--- config.mk ---
export PLATFORM = sky130hd
export DESIGN_NAME = vga_sync_gen
export DESIGN_NICKNAME = d
export VERILOG_FILES = /design/src/rtl/vga_sync_gen.sv
export SDC_FILE = /design/constraint.sdc
export NUM_CORES = 1
export LEC_CHECK = 0
export CAP_MARGIN = 20
export CORE_MARGIN = 5
export CORE_UTILIZATION = 30
export CTS_CLUSTER_DIAMETER = 40
export CTS_CLUSTER_SIZE = 24
export DETAILED_ROUTE_END_ITERATION = 10
export PLACE_DENSITY = 0.53
export SYNTH_ARGS = -nofsm -noshare
export SYNTH_HDL_FRONTEND = slang
export SYNTH_SLANG_ARGS = --single-unit
--- constraint.sdc ---
create_clock -name clk -period 2.65 [get_ports clk]
set_input_delay 0.6625 -clock clk [delete_from_list [all_inputs] [get_ports clk]]
set_output_delay 0.6625 -clock clk [all_outputs]
set_load 0.02 [all_outputs]
--- src/rtl/vga_sync_gen.sv ---
// vga_sync_gen: 640x480@60 sync/coordinate generator advanced by rising edges of the half-rate pixel clock.
// Define VGA_TEST_PATTERN_EN to drive an 8-bar colour test pattern on rgb; otherwise rgb is constant zero.
module vga_sync_gen #(
    parameter int   H_ACTIVE = 640,
    parameter int   H_FP     = 16,
    parameter int   H_SYNC   = 96,
    parameter int   H_BP     = 48,
    parameter int   V_ACTIVE = 480,
    parameter int   V_FP     = 10,
    parameter int   V_SYNC   = 2,
    parameter int   V_BP     = 33,
    parameter logic SYNC_POL = 1'b0
) (
    input  logic        clk,
    input  logic        rst_n,
    input  logic        half_in,
    output logic        hsync,
    output logic        vsync,
    output logic        video_on,
    output logic [9:0]  x,
    output logic [9:0]  y,
    output logic        frame_start,
    output logic [11:0] rgb
);
    localparam int H_TOTAL = H_ACTIVE + H_FP + H_SYNC + H_BP;
    localparam int V_TOTAL = V_ACTIVE + V_FP + V_SYNC + V_BP;
    localparam logic [9:0] H_LAST = 10'(H_TOTAL - 1);
    localparam logic [9:0] V_LAST = 10'(V_TOTAL - 1);
    localparam logic [9:0] H_VIS  = 10'(H_ACTIVE);
    localparam logic [9:0] V_VIS  = 10'(V_ACTIVE);
    localparam logic [9:0] H_SS   = 10'(H_ACTIVE + H_FP);
    localparam logic [9:0] H_SE   = 10'(H_ACTIVE + H_FP + H_SYNC);
    localparam logic [9:0] V_SS   = 10'(V_ACTIVE + V_FP);
    localparam logic [9:0] V_SE   = 10'(V_ACTIVE + V_FP + V_SYNC);

    logic        half_q, tick, h_wrap, v_wrap, vis_nxt;
    logic [9:0]  x_nxt, y_nxt;
    logic [11:0] rgb_nxt;

    assign tick    = half_in & ~half_q;
    assign h_wrap  = x == H_LAST;
    assign v_wrap  = y == V_LAST;
    assign x_nxt   = h_wrap ? '0 : x + 10'd1;
    assign y_nxt   = h_wrap ? (v_wrap ? '0 : y + 10'd1) : y;
    assign vis_nxt = (x_nxt < H_VIS) && (y_nxt < V_VIS);

`ifdef VGA_TEST_PATTERN_EN
    localparam logic [9:0] BAR_W = 10'(H_ACTIVE / 8);
    localparam logic [11:0] BARS [8] = '{12'hFFF, 12'hFF0, 12'h0FF, 12'h0F0,
                                         12'hF0F, 12'hF00, 12'h00F, 12'h000};
    logic [2:0] bar;
    // Out-of-range bar indices only occur outside the active area, where rgb is blanked.
    assign bar     = 3'(x_nxt / BAR_W);
    assign rgb_nxt = vis_nxt ? BARS[bar] : 12'h000;
`else
    assign rgb_nxt = 12'h000;
`endif

    // Sync/blank/colour are loaded from the next position so they stay aligned with x/y.
    always_ff @(posedge clk or negedge rst_n) begin
        if (!rst_n) begin
            half_q      <= 1'b0;
            x           <= '0;
            y           <= '0;
            hsync       <= ~SYNC_POL;
            vsync       <= ~SYNC_POL;
            video_on    <= 1'b0;
            frame_start <= 1'b0;
            rgb         <= '0;
        end else begin
            half_q      <= half_in;
            frame_start <= tick & h_wrap & v_wrap;
            if (tick) begin
                x        <= x_nxt;
                y        <= y_nxt;
                hsync    <= (x_nxt >= H_SS && x_nxt < H_SE) ? SYNC_POL : ~SYNC_POL;
                vsync    <= (y_nxt >= V_SS && y_nxt < V_SE) ? SYNC_POL : ~SYNC_POL;
                video_on <= vis_nxt;
                rgb      <= rgb_nxt;
            end
        end
    end
endmodule

==> impl_metrics.json, run 1 <==
{
  "status": "finished, final reports clean",
  "rsz0062_at_grt": "false",
  "dpl.hpwl_um": 2950,
  "die_h_um": 84.1,
  "reg2reg_to": "video_on",
  "synth_flop_cell": "dfrtp_1",
  "final_cell_mix": "26 x clkdlybuf4s50_1, 25 x nand2_1, 23 x dfrtp_1",
  "nNetsFinal": 224,
  "hold_path.class": "flop to flop",
  "seqCellArea_um2": 628,
  "detail_route.first_pass.iterations": 4,
  "hold_ws_ns": 0.509,
  "p_int_uw": 673,
  "syn_area_um2": 1650,
  "wl_um": 3970,
  "start_util": 0.303,
  "p_leak_nw": 0.733,
  "grtUsageMet2": 0.157,
  "clock_power_share": 0.230,
  "numPortBuffers": 26,
  "reg2reg_depth": 6,
  "rrSetupSlack_ns": 0.28,
  "gp_congestion": 0.900,
  "period_share": 0.894,
  "core-area_um2": 5440,
  "start_kind": "flop",
  "ant_nets": 0,
  "postCtsHoldBufs": 0,
  "hold_path_startpoint": "video_on",
  "fmax_mhz": 422,
  "final-hold-violation-count": 0,
  "syn_to_final_growth_pct": 20.1,
  "rows": 27,
  "clock_insertion_delay_worst_skew_ns": 0.27,
  "ctsResizeCount": 0,
  "p_seq_frac": 0.488,
  "worstSetupEndpointType": "flop",
  "rr_startpoint": "x[0]",
  "grt_pass1_vias": 1276,
  "post_cts_buffers": 0,
  "die_width_um": 84.1,
  "viasPerCell": 5.07,
  "switching_power_uw": 372,
  "multiInputGateArea_um2": 890,
  "crit_required_ns": 2.82,
  "globalRouteMet3Util": 0.0167,
  "maxCapViolations": 0,
  "antenna_cells": 0,
  "setup_viol": 0,
  "remaining_drc_errors": 0,
  "cts.sinks": 25,
  "grt.met1_usage": 0.171,
  "dpl.cell_count": 285,
  "critical_path_class": "flop to flop",
  "stdcell_area_um2": 1980,
  "nFillCells": 544,
  "yosysWarnings": 0,
  "grt_util_all_layers": 0.112,
  "antenna_found_initial": 0,
  "final.min_clock_period_ns": 2.37,
  "cts_root_buffer": "clkbuf_8",
  "slew_headroom": 0.668,
  "powerDensity_nw_per_um2": 527,
  "fin_cells": 289,
  "htree_levels": 1,
  "die_area_um2": 7080,
  "pwr-share-comb": 0.281,
  "cts_tree": "yes",
  "worst_pin_slew_ns": 0.497,
  "busiest_layer": "met1",
  "cts_buffer_depth": 2,
  "syn_inst": 194,
  "vdd_drop_max_mv": 0.213,
  "ios": 39,
  "cts_buffers": 3,
  "cts.clk_slew.worst_paths_ns": 0.09,
  "routedWlPerCell_um": 13.7,
  "drive_gt1_frac": 0.0691,
  "holdPathEnd": "video_on",
  "synth_enable_flop_cells": 0,
  "sw_frac_of_total": 0.356,
  "critPathMaxFanout": 9,
  "yosysSeqAreaShare": 0.381,
  "grt-ovfl-total": 0,
  "vias": 1466,
  "grt_start_max_net_pins": 16,
  "critPathArrivalTime_ns": 2.54,
  "ys_types": 46,
  "avgSynthCellArea_um2": 8.50,
  "synth_seq_cells": 25,
  "grt_pass1_wl_um": 6600,
  "final_common_cell": "clkdlybuf4s50_1",
  "hold_depth": 1,
  "drtIter0Drc": 128,
  "fin_skew_ns": 0.00432,
  "drv_slew": 0,
  "finalSetupTns_ns": 0,
  "synthArstFlopShare": 1.00,
  "dpl_cell_area_um2": 1940
}
[cell usage after synthesis, types with 2 or more instances]
| master | number | area share |
|---|---|---|
| o22ai_1 | 2 | 0.0076 |
| and4_1 | 2 | 0.011 |
| and3_1 | 3 | 0.011 |
| o31ai_1 | 7 | 0.032 |
| nor3_1 | 7 | 0.021 |
| and2_1 | 2 | 0.0076 |
| nand2_1 | 25 | 0.057 |
| a211oi_1 | 2 | 0.0091 |
| clkbuf_1 | 4 | 0.0091 |
| o21ai_0 | 13 | 0.039 |
| inv_1 | 6 | 0.014 |
| nand4b_1 | 2 | 0.011 |
| a21o_1 | 2 | 0.0091 |
| dfrtp_1 | 23 | 0.35 |
| xnor2_1 | 7 | 0.037 |
| nor2_1 | 12 | 0.027 |
| a31oi_1 | 4 | 0.015 |
| dfstp_2 | 2 | 0.032 |
| nand2b_1 | 4 | 0.015 |
| buf_2 | 6 | 0.018 |
| nand4_1 | 2 | 0.0076 |
| ha_1 | 3 | 0.023 |
| buf_4 | 14 | 0.064 |
| nand3_1 | 12 | 0.036 |
| a21oi_1 | 7 | 0.021 |
[through the flow]
step	total power [mW]	setup WS, ns	utilization
finish	1.04	0.282	0.364
global placement	0.816	0.444	0.356
floorplan	0.689	0.476	-
CTS	1.06	0.281	0.364
detailed placement	0.816	0.324	0.356
global route	1.11	0.0941	0.364
[worst max-delay path by stage]
stage	start	end	slack, ns	depth (start not counted)
final	x[0]	video_on	0.28	6
after global routing	x[0]	video_on	0.09	6
after detailed placement	x[0]	video_on	0.32	6
after floorplan	x[0]	video_on	0.48	8
after global placement	x[0]	video_on	0.44	6
after CTS	x[0]	video_on	0.28	6
[per-layer routing]
metal  vias up  wire length [um]
met5         -                 0
met4         0                58
met3         5               230
met2        40              1780
met1       697              1900
li1        724                 -
[kinds of logic (layout without fill, tap and decap cells)]
logic type,after synthesis,count (layout),share of synthesized area
compound gates,49,49,0.197
xor+xnor,7,7,0.0372
fa+ha+maj,3,3,0.0228
buf+inv,30,42,0.105
flops,25,25,0.381
other cells,1,12,0.00227
simple gates,79,79,0.256
[flip-flops by register name, indices dropped and copies added, names as in the netlist]
signal       count
x               10
y               10
frame_start      1
half_q           1
hsync            1
video_on         1
vsync            1
[worst max-delay path, cell delays in order, from the launching register on]
cell and delay, ns:
dfrtp_1 0.45, ha_1 0.26, and4_1 0.38, and4_1 0.44, nand3_1 0.12, o311a_2 0.38, a32o_1 0.25
[power groups by stage]
stage,Sequential (mW),Clock [mW],Combinational [mW]
finish,0.510,0.241,0.294
global route,0.526,0.265,0.319
CTS,0.511,0.248,0.299
detailed placement,0.518,0,0.298
global placement,0.516,0,0.300
floorplan,0.543,0,0.146
[cell type report]
type                       instances  share of cell area
sequential                        25               0.317
timing repair buffer              32               0.154
tap                               72              0.0455
clock buffer                       4              0.0227
inverter                           6              0.0114
multi-input combinational        150               0.449
No activity file was read; power rests on OpenSTA's default activity.
==> run 2, diff against run 1 <==
- ABC_AREA: not set -> 1
- PLACE_DENSITY: 0.53 -> 0.52
==> run 2 against run 1 <==
Against the previous run: first-iteration DRC count shrank 70%; via count is 10% higher; largest cell class unchanged; fmax rose by 9.4%; wire length increased by 6.5%; synthesized cell count up 34%; clock skew grew 0.0030 ns; non-clock buffer count decreased by 4; design area rose by 6.6%; total power is 42% higher; clock power shrank 4%; largest power group is now combinational cells; core utilization shrank 0.12 points; register-to-register slack gained 0.50 ns.
==> impl_metrics.json, run 2 <==
{
  "synth_compound_area_frac": 0.0832,
  "p_total_mw": 1.48,
  "p_leak_nw": 0.986,
  "powerDensity_nw_per_um2": 703,
  "crit_chain": "clkdlybuf4s50_1",
  "maxCapViolations": 0,
  "synthSimpleGateAreaFrac": 0.376,
  "final-hold-violation-count": 0,
  "die_area_um2": 7500,
  "crit_required_ns": 1.99,
  "core-area_um2": 5820,
  "grt-ovfl-total": 0,
  "nFillCells": 645,
  "post_cts_buffers": 0,
  "critPathMaxFanout": 9,
  "die_width_um": 86.6,
  "fmax_mhz": 462,
  "wl_um": 4220,
  "gp_congestion": 0.834,
  "cts_buffers": 3,
  "numPortBuffers": 26,
  "synth.area.top_cells": "dfrtp_1 33%, nand2_1 17%, inv_1 6.6%",
  "grt_pass1_vias": 1501,
  "final_common_cell": "nand2_1",
  "worstSetupEndpointType": "output port",
  "yosys.area.top_type_share": 0.327,
  "ios": 39,
  "avgSynthCellArea_um2": 6.77,
  "top_regs": "x x10, y x10",
  "fin_util": 0.363,
  "worst_pin_slew_ns": 0.641,
  "syn_to_final_growth_pct": 19.9,
  "synthArstFlopShare": 1.00,
  "cts.clk_slew.worst_paths_ns": 0.09,
  "path_buf_inv": 1,
  "fin_cells": 362,
  "clock_insertion_delay_worst_skew_ns": 0.27,
  "finalSetupTns_ns": 0,
  "detail_route.first_pass.iterations": 4,
  "fin_skew_ns": 0.00730,
  "routedWlPerCell_um": 11.7,
  "critical_path_class": "flop to output port",
  "status": "finished, final reports clean",
  "die_h_um": 86.6,
  "start_kind": "flop",
  "cts_buffer_depth": 2,
  "dpl.hpwl_um": 3200,
  "synth-xor-area-share": 0.0199,
  "vdd_drop_max_mv": 0.567,
  "grt_start_max_net_pins": 26,
  "synth_seq_cells": 25,
  "slew_headroom": 0.572,
  "vias": 1616,
  "ys_types": 27,
  "synth_flop_cell": "dfrtp_1",
  "ant_nets": 0,
  "hold_path.class": "flop to flop",
  "postCtsHoldBufs": 0,
  "synthMuxAreaShare": 0.00569,
  "synth_top_family_by_area": "simple AND/OR/NAND/NOR gates",
  "syn_inst": 260,
  "antenna_cells": 0,
  "cts.sinks": 25,
  "nNetsFinal": 294,
  "rsz0062_at_grt": "false",
  "viasPerCell": 4.46,
  "max_stage_delay_ns": 0.67,
  "slowest_stage": "clkdlybuf4s50_1",
  "setup_slack_ns": 0.485,
  "pre_cts_ws_ns": 0.497,
  "period_share": 0.817,
  "grt_pass1_wl_um": 7250,
  "syn_area_um2": 1760,
  "remaining_drc_errors": 0,
  "synth_enable_flop_cells": 0,
  "grt_util_all_layers": 0.119,
  "setup_viol": 0,
  "final_cell_mix": "81 x nand2_1, 31 x inv_1, 29 x nor2_1",
  "cts_tree": "yes",
  "final.min_clock_period_ns": 2.17,
  "rows": 28,
  "ctsResizeCount": 0,
  "drive_gt1_frac": 0.0836,
  "critPathArrivalTime_ns": 1.50,
  "yosys.area.top_type": "dfrtp_1",
  "critPathTopFamily": "buffers and inverters",
  "seqCellArea_um2": 628,
  "drtIter0Drc": 38,
  "cts_root_buffer": "clkbuf_8",
  "yosys-top-cells-count": "81 x nand2_1, 31 x inv_1, 29 x nor2_1",
  "yosysWarnings": 0,
  "htree_levels": 1,
  "antenna_found_initial": 0,
  "synthAdderAreaFrac": 0.0213,
  "yosysSeqAreaShare": 0.357,
  "drv_slew": 0,
  "start_util": 0.303,
  "yosysMostFrequentCell": "nand2_1",
  "multiInputGateArea_um2": 936,
  "dpl.cell_count": 358
}
## run 2: logic make-up (layout without fill, tap and decap cells)
group / after synthesis / after routing
DFF: 25 / 25
other: 1 / 12
and+or+nand+nor: 149 / 149
buffers and inverters: 49 / 65
adders and majority gates: 3 / 3
muxes: 1 / 1
AOI/OAI and AO/OA: 28 / 28
xor gates and xnor gates: 4 / 4
## run 2: through the flow
stage | area [um^2] | hold WS (ns)
after global placement | 2060 | 0.475
after CTS | 2110 | 0.497
final | 2110 | 0.496
after detailed placement | 2060 | 0.475
after global routing | 2110 | 0.533
after floorplan | 1800 | 0.367
## run 2: layout make-up
cell class	instances	area share
inverters	33	0.0611
clock buffers	3	0.0196
multi-input cells	197	0.443
well taps	75	0.0445
clock inverters	1	0.00356
flip-flops and latches	25	0.298
repair buffers	28	0.130
## run 2: layer usage
| metal | vias up | global-route usage | wire, um | part of all wire |
|---|---|---|---|---|
| met5 | - | 0 | 0 | 0 |
| met4 | 0 | 0.0170 | 20 | 0.0047 |
| met3 | 2 | 0.0257 | 205 | 0.049 |
| met2 | 33 | 0.197 | 1900 | 0.45 |
| met1 | 731 | 0.162 | 2100 | 0.50 |
| li1 | 850 | - | - | - |
## run 2: worst reg2reg max path, delay by kind of cell, from the launching register on
kind / cells / cell delay, ns
fa+ha+maj: 1 / 0.29
buf+inv: 1 / 0.07
simple gates: 9 / 0.80
flops: 1 / 0.56
compound gates: 1 / 0.08
## run 2: final timing paths
path,from,end,slack [ns],cells after the start
max,y[0],y[0],0.48,1
min,video_on,video_on,0.50,2
max reg2reg,y[0],vsync,0.78,12
min reg2reg,video_on,video_on,0.50,2
max in group asynchronous,rst_n,hsync,1.59,2
min in group asynchronous,rst_n,y[3],0.76,2
## run 2: report_power, final
| part | total [mW] | switching [mW] | leakage, nW | internal [mW] |
|---|---|---|---|---|
| Sequential | 0.599 | 0.137 | 0.308 | 0.462 |
| Combinational | 0.653 | 0.381 | 0.656 | 0.272 |
| Clock | 0.232 | 0.125 | 0.0217 | 0.107 |
==> run 3, diff against run 2 <==
- clock period: 2.65 -> 2.04 ns (I/O delays scaled with it)
==> run 3 against run 2 <==
Against the previous run: clock power is 32% higher; die area stayed put; combinational power is 33% higher; critical endpoint is now y[4].
==> impl_metrics.json, run 3 (synthesis gave the netlist of run 2 again) <==
{
  "cts_tree": "yes",
  "fin_util": 0.368,
  "cts_buffer_depth": 2,
  "rows": 28,
  "clock_insertion_delay_worst_skew_ns": 0.28,
  "final_cell_mix": "81 x nand2_1, 31 x inv_1, 29 x nor2_1",
  "vdd_drop_max_mv": 0.552,
  "setup_viol": 0,
  "maxCapViolations": 0,
  "grt_pass1_vias": 1548,
  "die_h_um": 86.6,
  "critPathMaxFanout": 8,
  "ios": 39,
  "crit_start": "y[4]",
  "status": "finished, final reports clean",
  "critical_path_class": "flop to output port",
  "remaining_drc_errors": 0,
  "max_stage_delay_ns": 0.67,
  "syn_to_final_growth_pct": 21.5,
  "antenna_found_initial": 0,
  "antenna_cells": 0,
  "start_util": 0.303,
  "dpl_cell_area_um2": 2090,
  "worstSetupEndpointType": "output port",
  "drtIter0Drc": 106,
  "rrSetupSlack_ns": 0.28,
  "p_leak_nw": 1.00,
  "grt_start_max_net_pins": 26,
  "postCtsHoldBufs": 0,
  "routedWlPerCell_um": 11.9,
  "hold_path.class": "flop to flop",
  "slowest_stage": "clkdlybuf4s50_1",
  "timing.critical_path.to": "y[4]",
  "cts.clk_slew.worst_paths_ns": 0.08,
  "viasPerCell": 4.45,
  "grt_pass1_wl_um": 7440,
  "detail_route.first_pass.iterations": 4,
  "htree_levels": 1,
  "finalSetupTns_ns": 0,
  "drv_slew": 0,
  "path_buf_inv": 1,
  "p_total_mw": 1.95,
  "final.min_clock_period_ns": 1.97,
  "drive_gt1_frac": 0.0962,
  "rsz0062_at_grt": "false",
  "stdcell_area_um2": 2140,
  "cts.sinks": 25,
  "powerDensity_nw_per_um2": 911,
  "fin_skew_ns": 0.0110,
  "vias": 1630,
  "core-area_um2": 5820,
  "final-hold-violation-count": 0,
  "dpl.cell_count": 362,
  "ant_nets": 0,
  "grt_util_all_layers": 0.124,
  "cts_root_buffer": "clkbuf_8",
  "die_area_um2": 7500,
  "wl_um": 4370,
  "top_regs": "x x10, y x10",
  "critPathArrivalTime_ns": 1.46,
  "cts_buffers": 3,
  "crit_required_ns": 1.53,
  "fin_cells": 366,
  "critPathTopFamily": "buffers and inverters",
  "nNetsFinal": 298,
  "start_kind": "flop",
  "final_common_cell": "nand2_1",
  "path_depth": 1,
  "die_width_um": 86.6,
  "period_share": 0.964,
  "dpl.hpwl_um": 3330,
  "rr_startpoint": "x[1]",
  "numPortBuffers": 26,
  "gp_congestion": 0.795,
  "reg2reg_depth": 8,
  "reg2reg_to": "y[0]",
  "crit_chain": "clkdlybuf4s50_1",
  "fmax_mhz": 509,
  "grt-ovfl-total": 0
}
-- run 3: repair_timing --
action / in CTS / in global routing
setup endpoints to repair: 0 / 1
resized for setup: 0 / 1
buffers inserted: 0 / 0
-- run 3: cell type report --
cell class	count	area [um^2]
timing repair buffer	32	305
multi-input combinational	197	936
tap	75	93.8
fill	654	3680
sequential	25	629
clock buffer	4	45.0
inverter	33	129
-- run 3: how the worst min path moves through the flow --
stage,startpoint,cells past startpoint,to
final,video_on,2,video_on
after global routing,vsync,2,vsync
after CTS,video_on,2,video_on
after detailed placement,video_on,2,video_on
after global placement,video_on,2,video_on
after floorplan,rst_n,0,frame_start
-- run 3: metrics by stage --
step                      hold slack [ns]  setup WS (ns)
after global placement              0.494          0.203
after detailed placement            0.486          0.176
after global routing                0.551         0.0181
final                               0.499         0.0740
after floorplan                     0.214          0.380
after CTS                           0.509         0.0585
-- run 3: power breakdown --
| group | internal, mW | total [mW] | switching (mW) | leakage, nW |
|---|---|---|---|---|
| Combinational | 0.362 | 0.866 | 0.504 | 0.674 |
| Sequential | 0.601 | 0.774 | 0.173 | 0.308 |
| Clock | 0.140 | 0.307 | 0.167 | 0.0228 |
| Total | 1.10 | 1.95 | 0.844 | 1.00 |
-- run 3: per-layer routing --
metal	wire length, um	track usage	up-vias
met3	231	0.0228	5
met4	44	0.0297	0
met1	2080	0.168	727
met5	0	0	-
li1	-	-	860
met2	2020	0.204	38
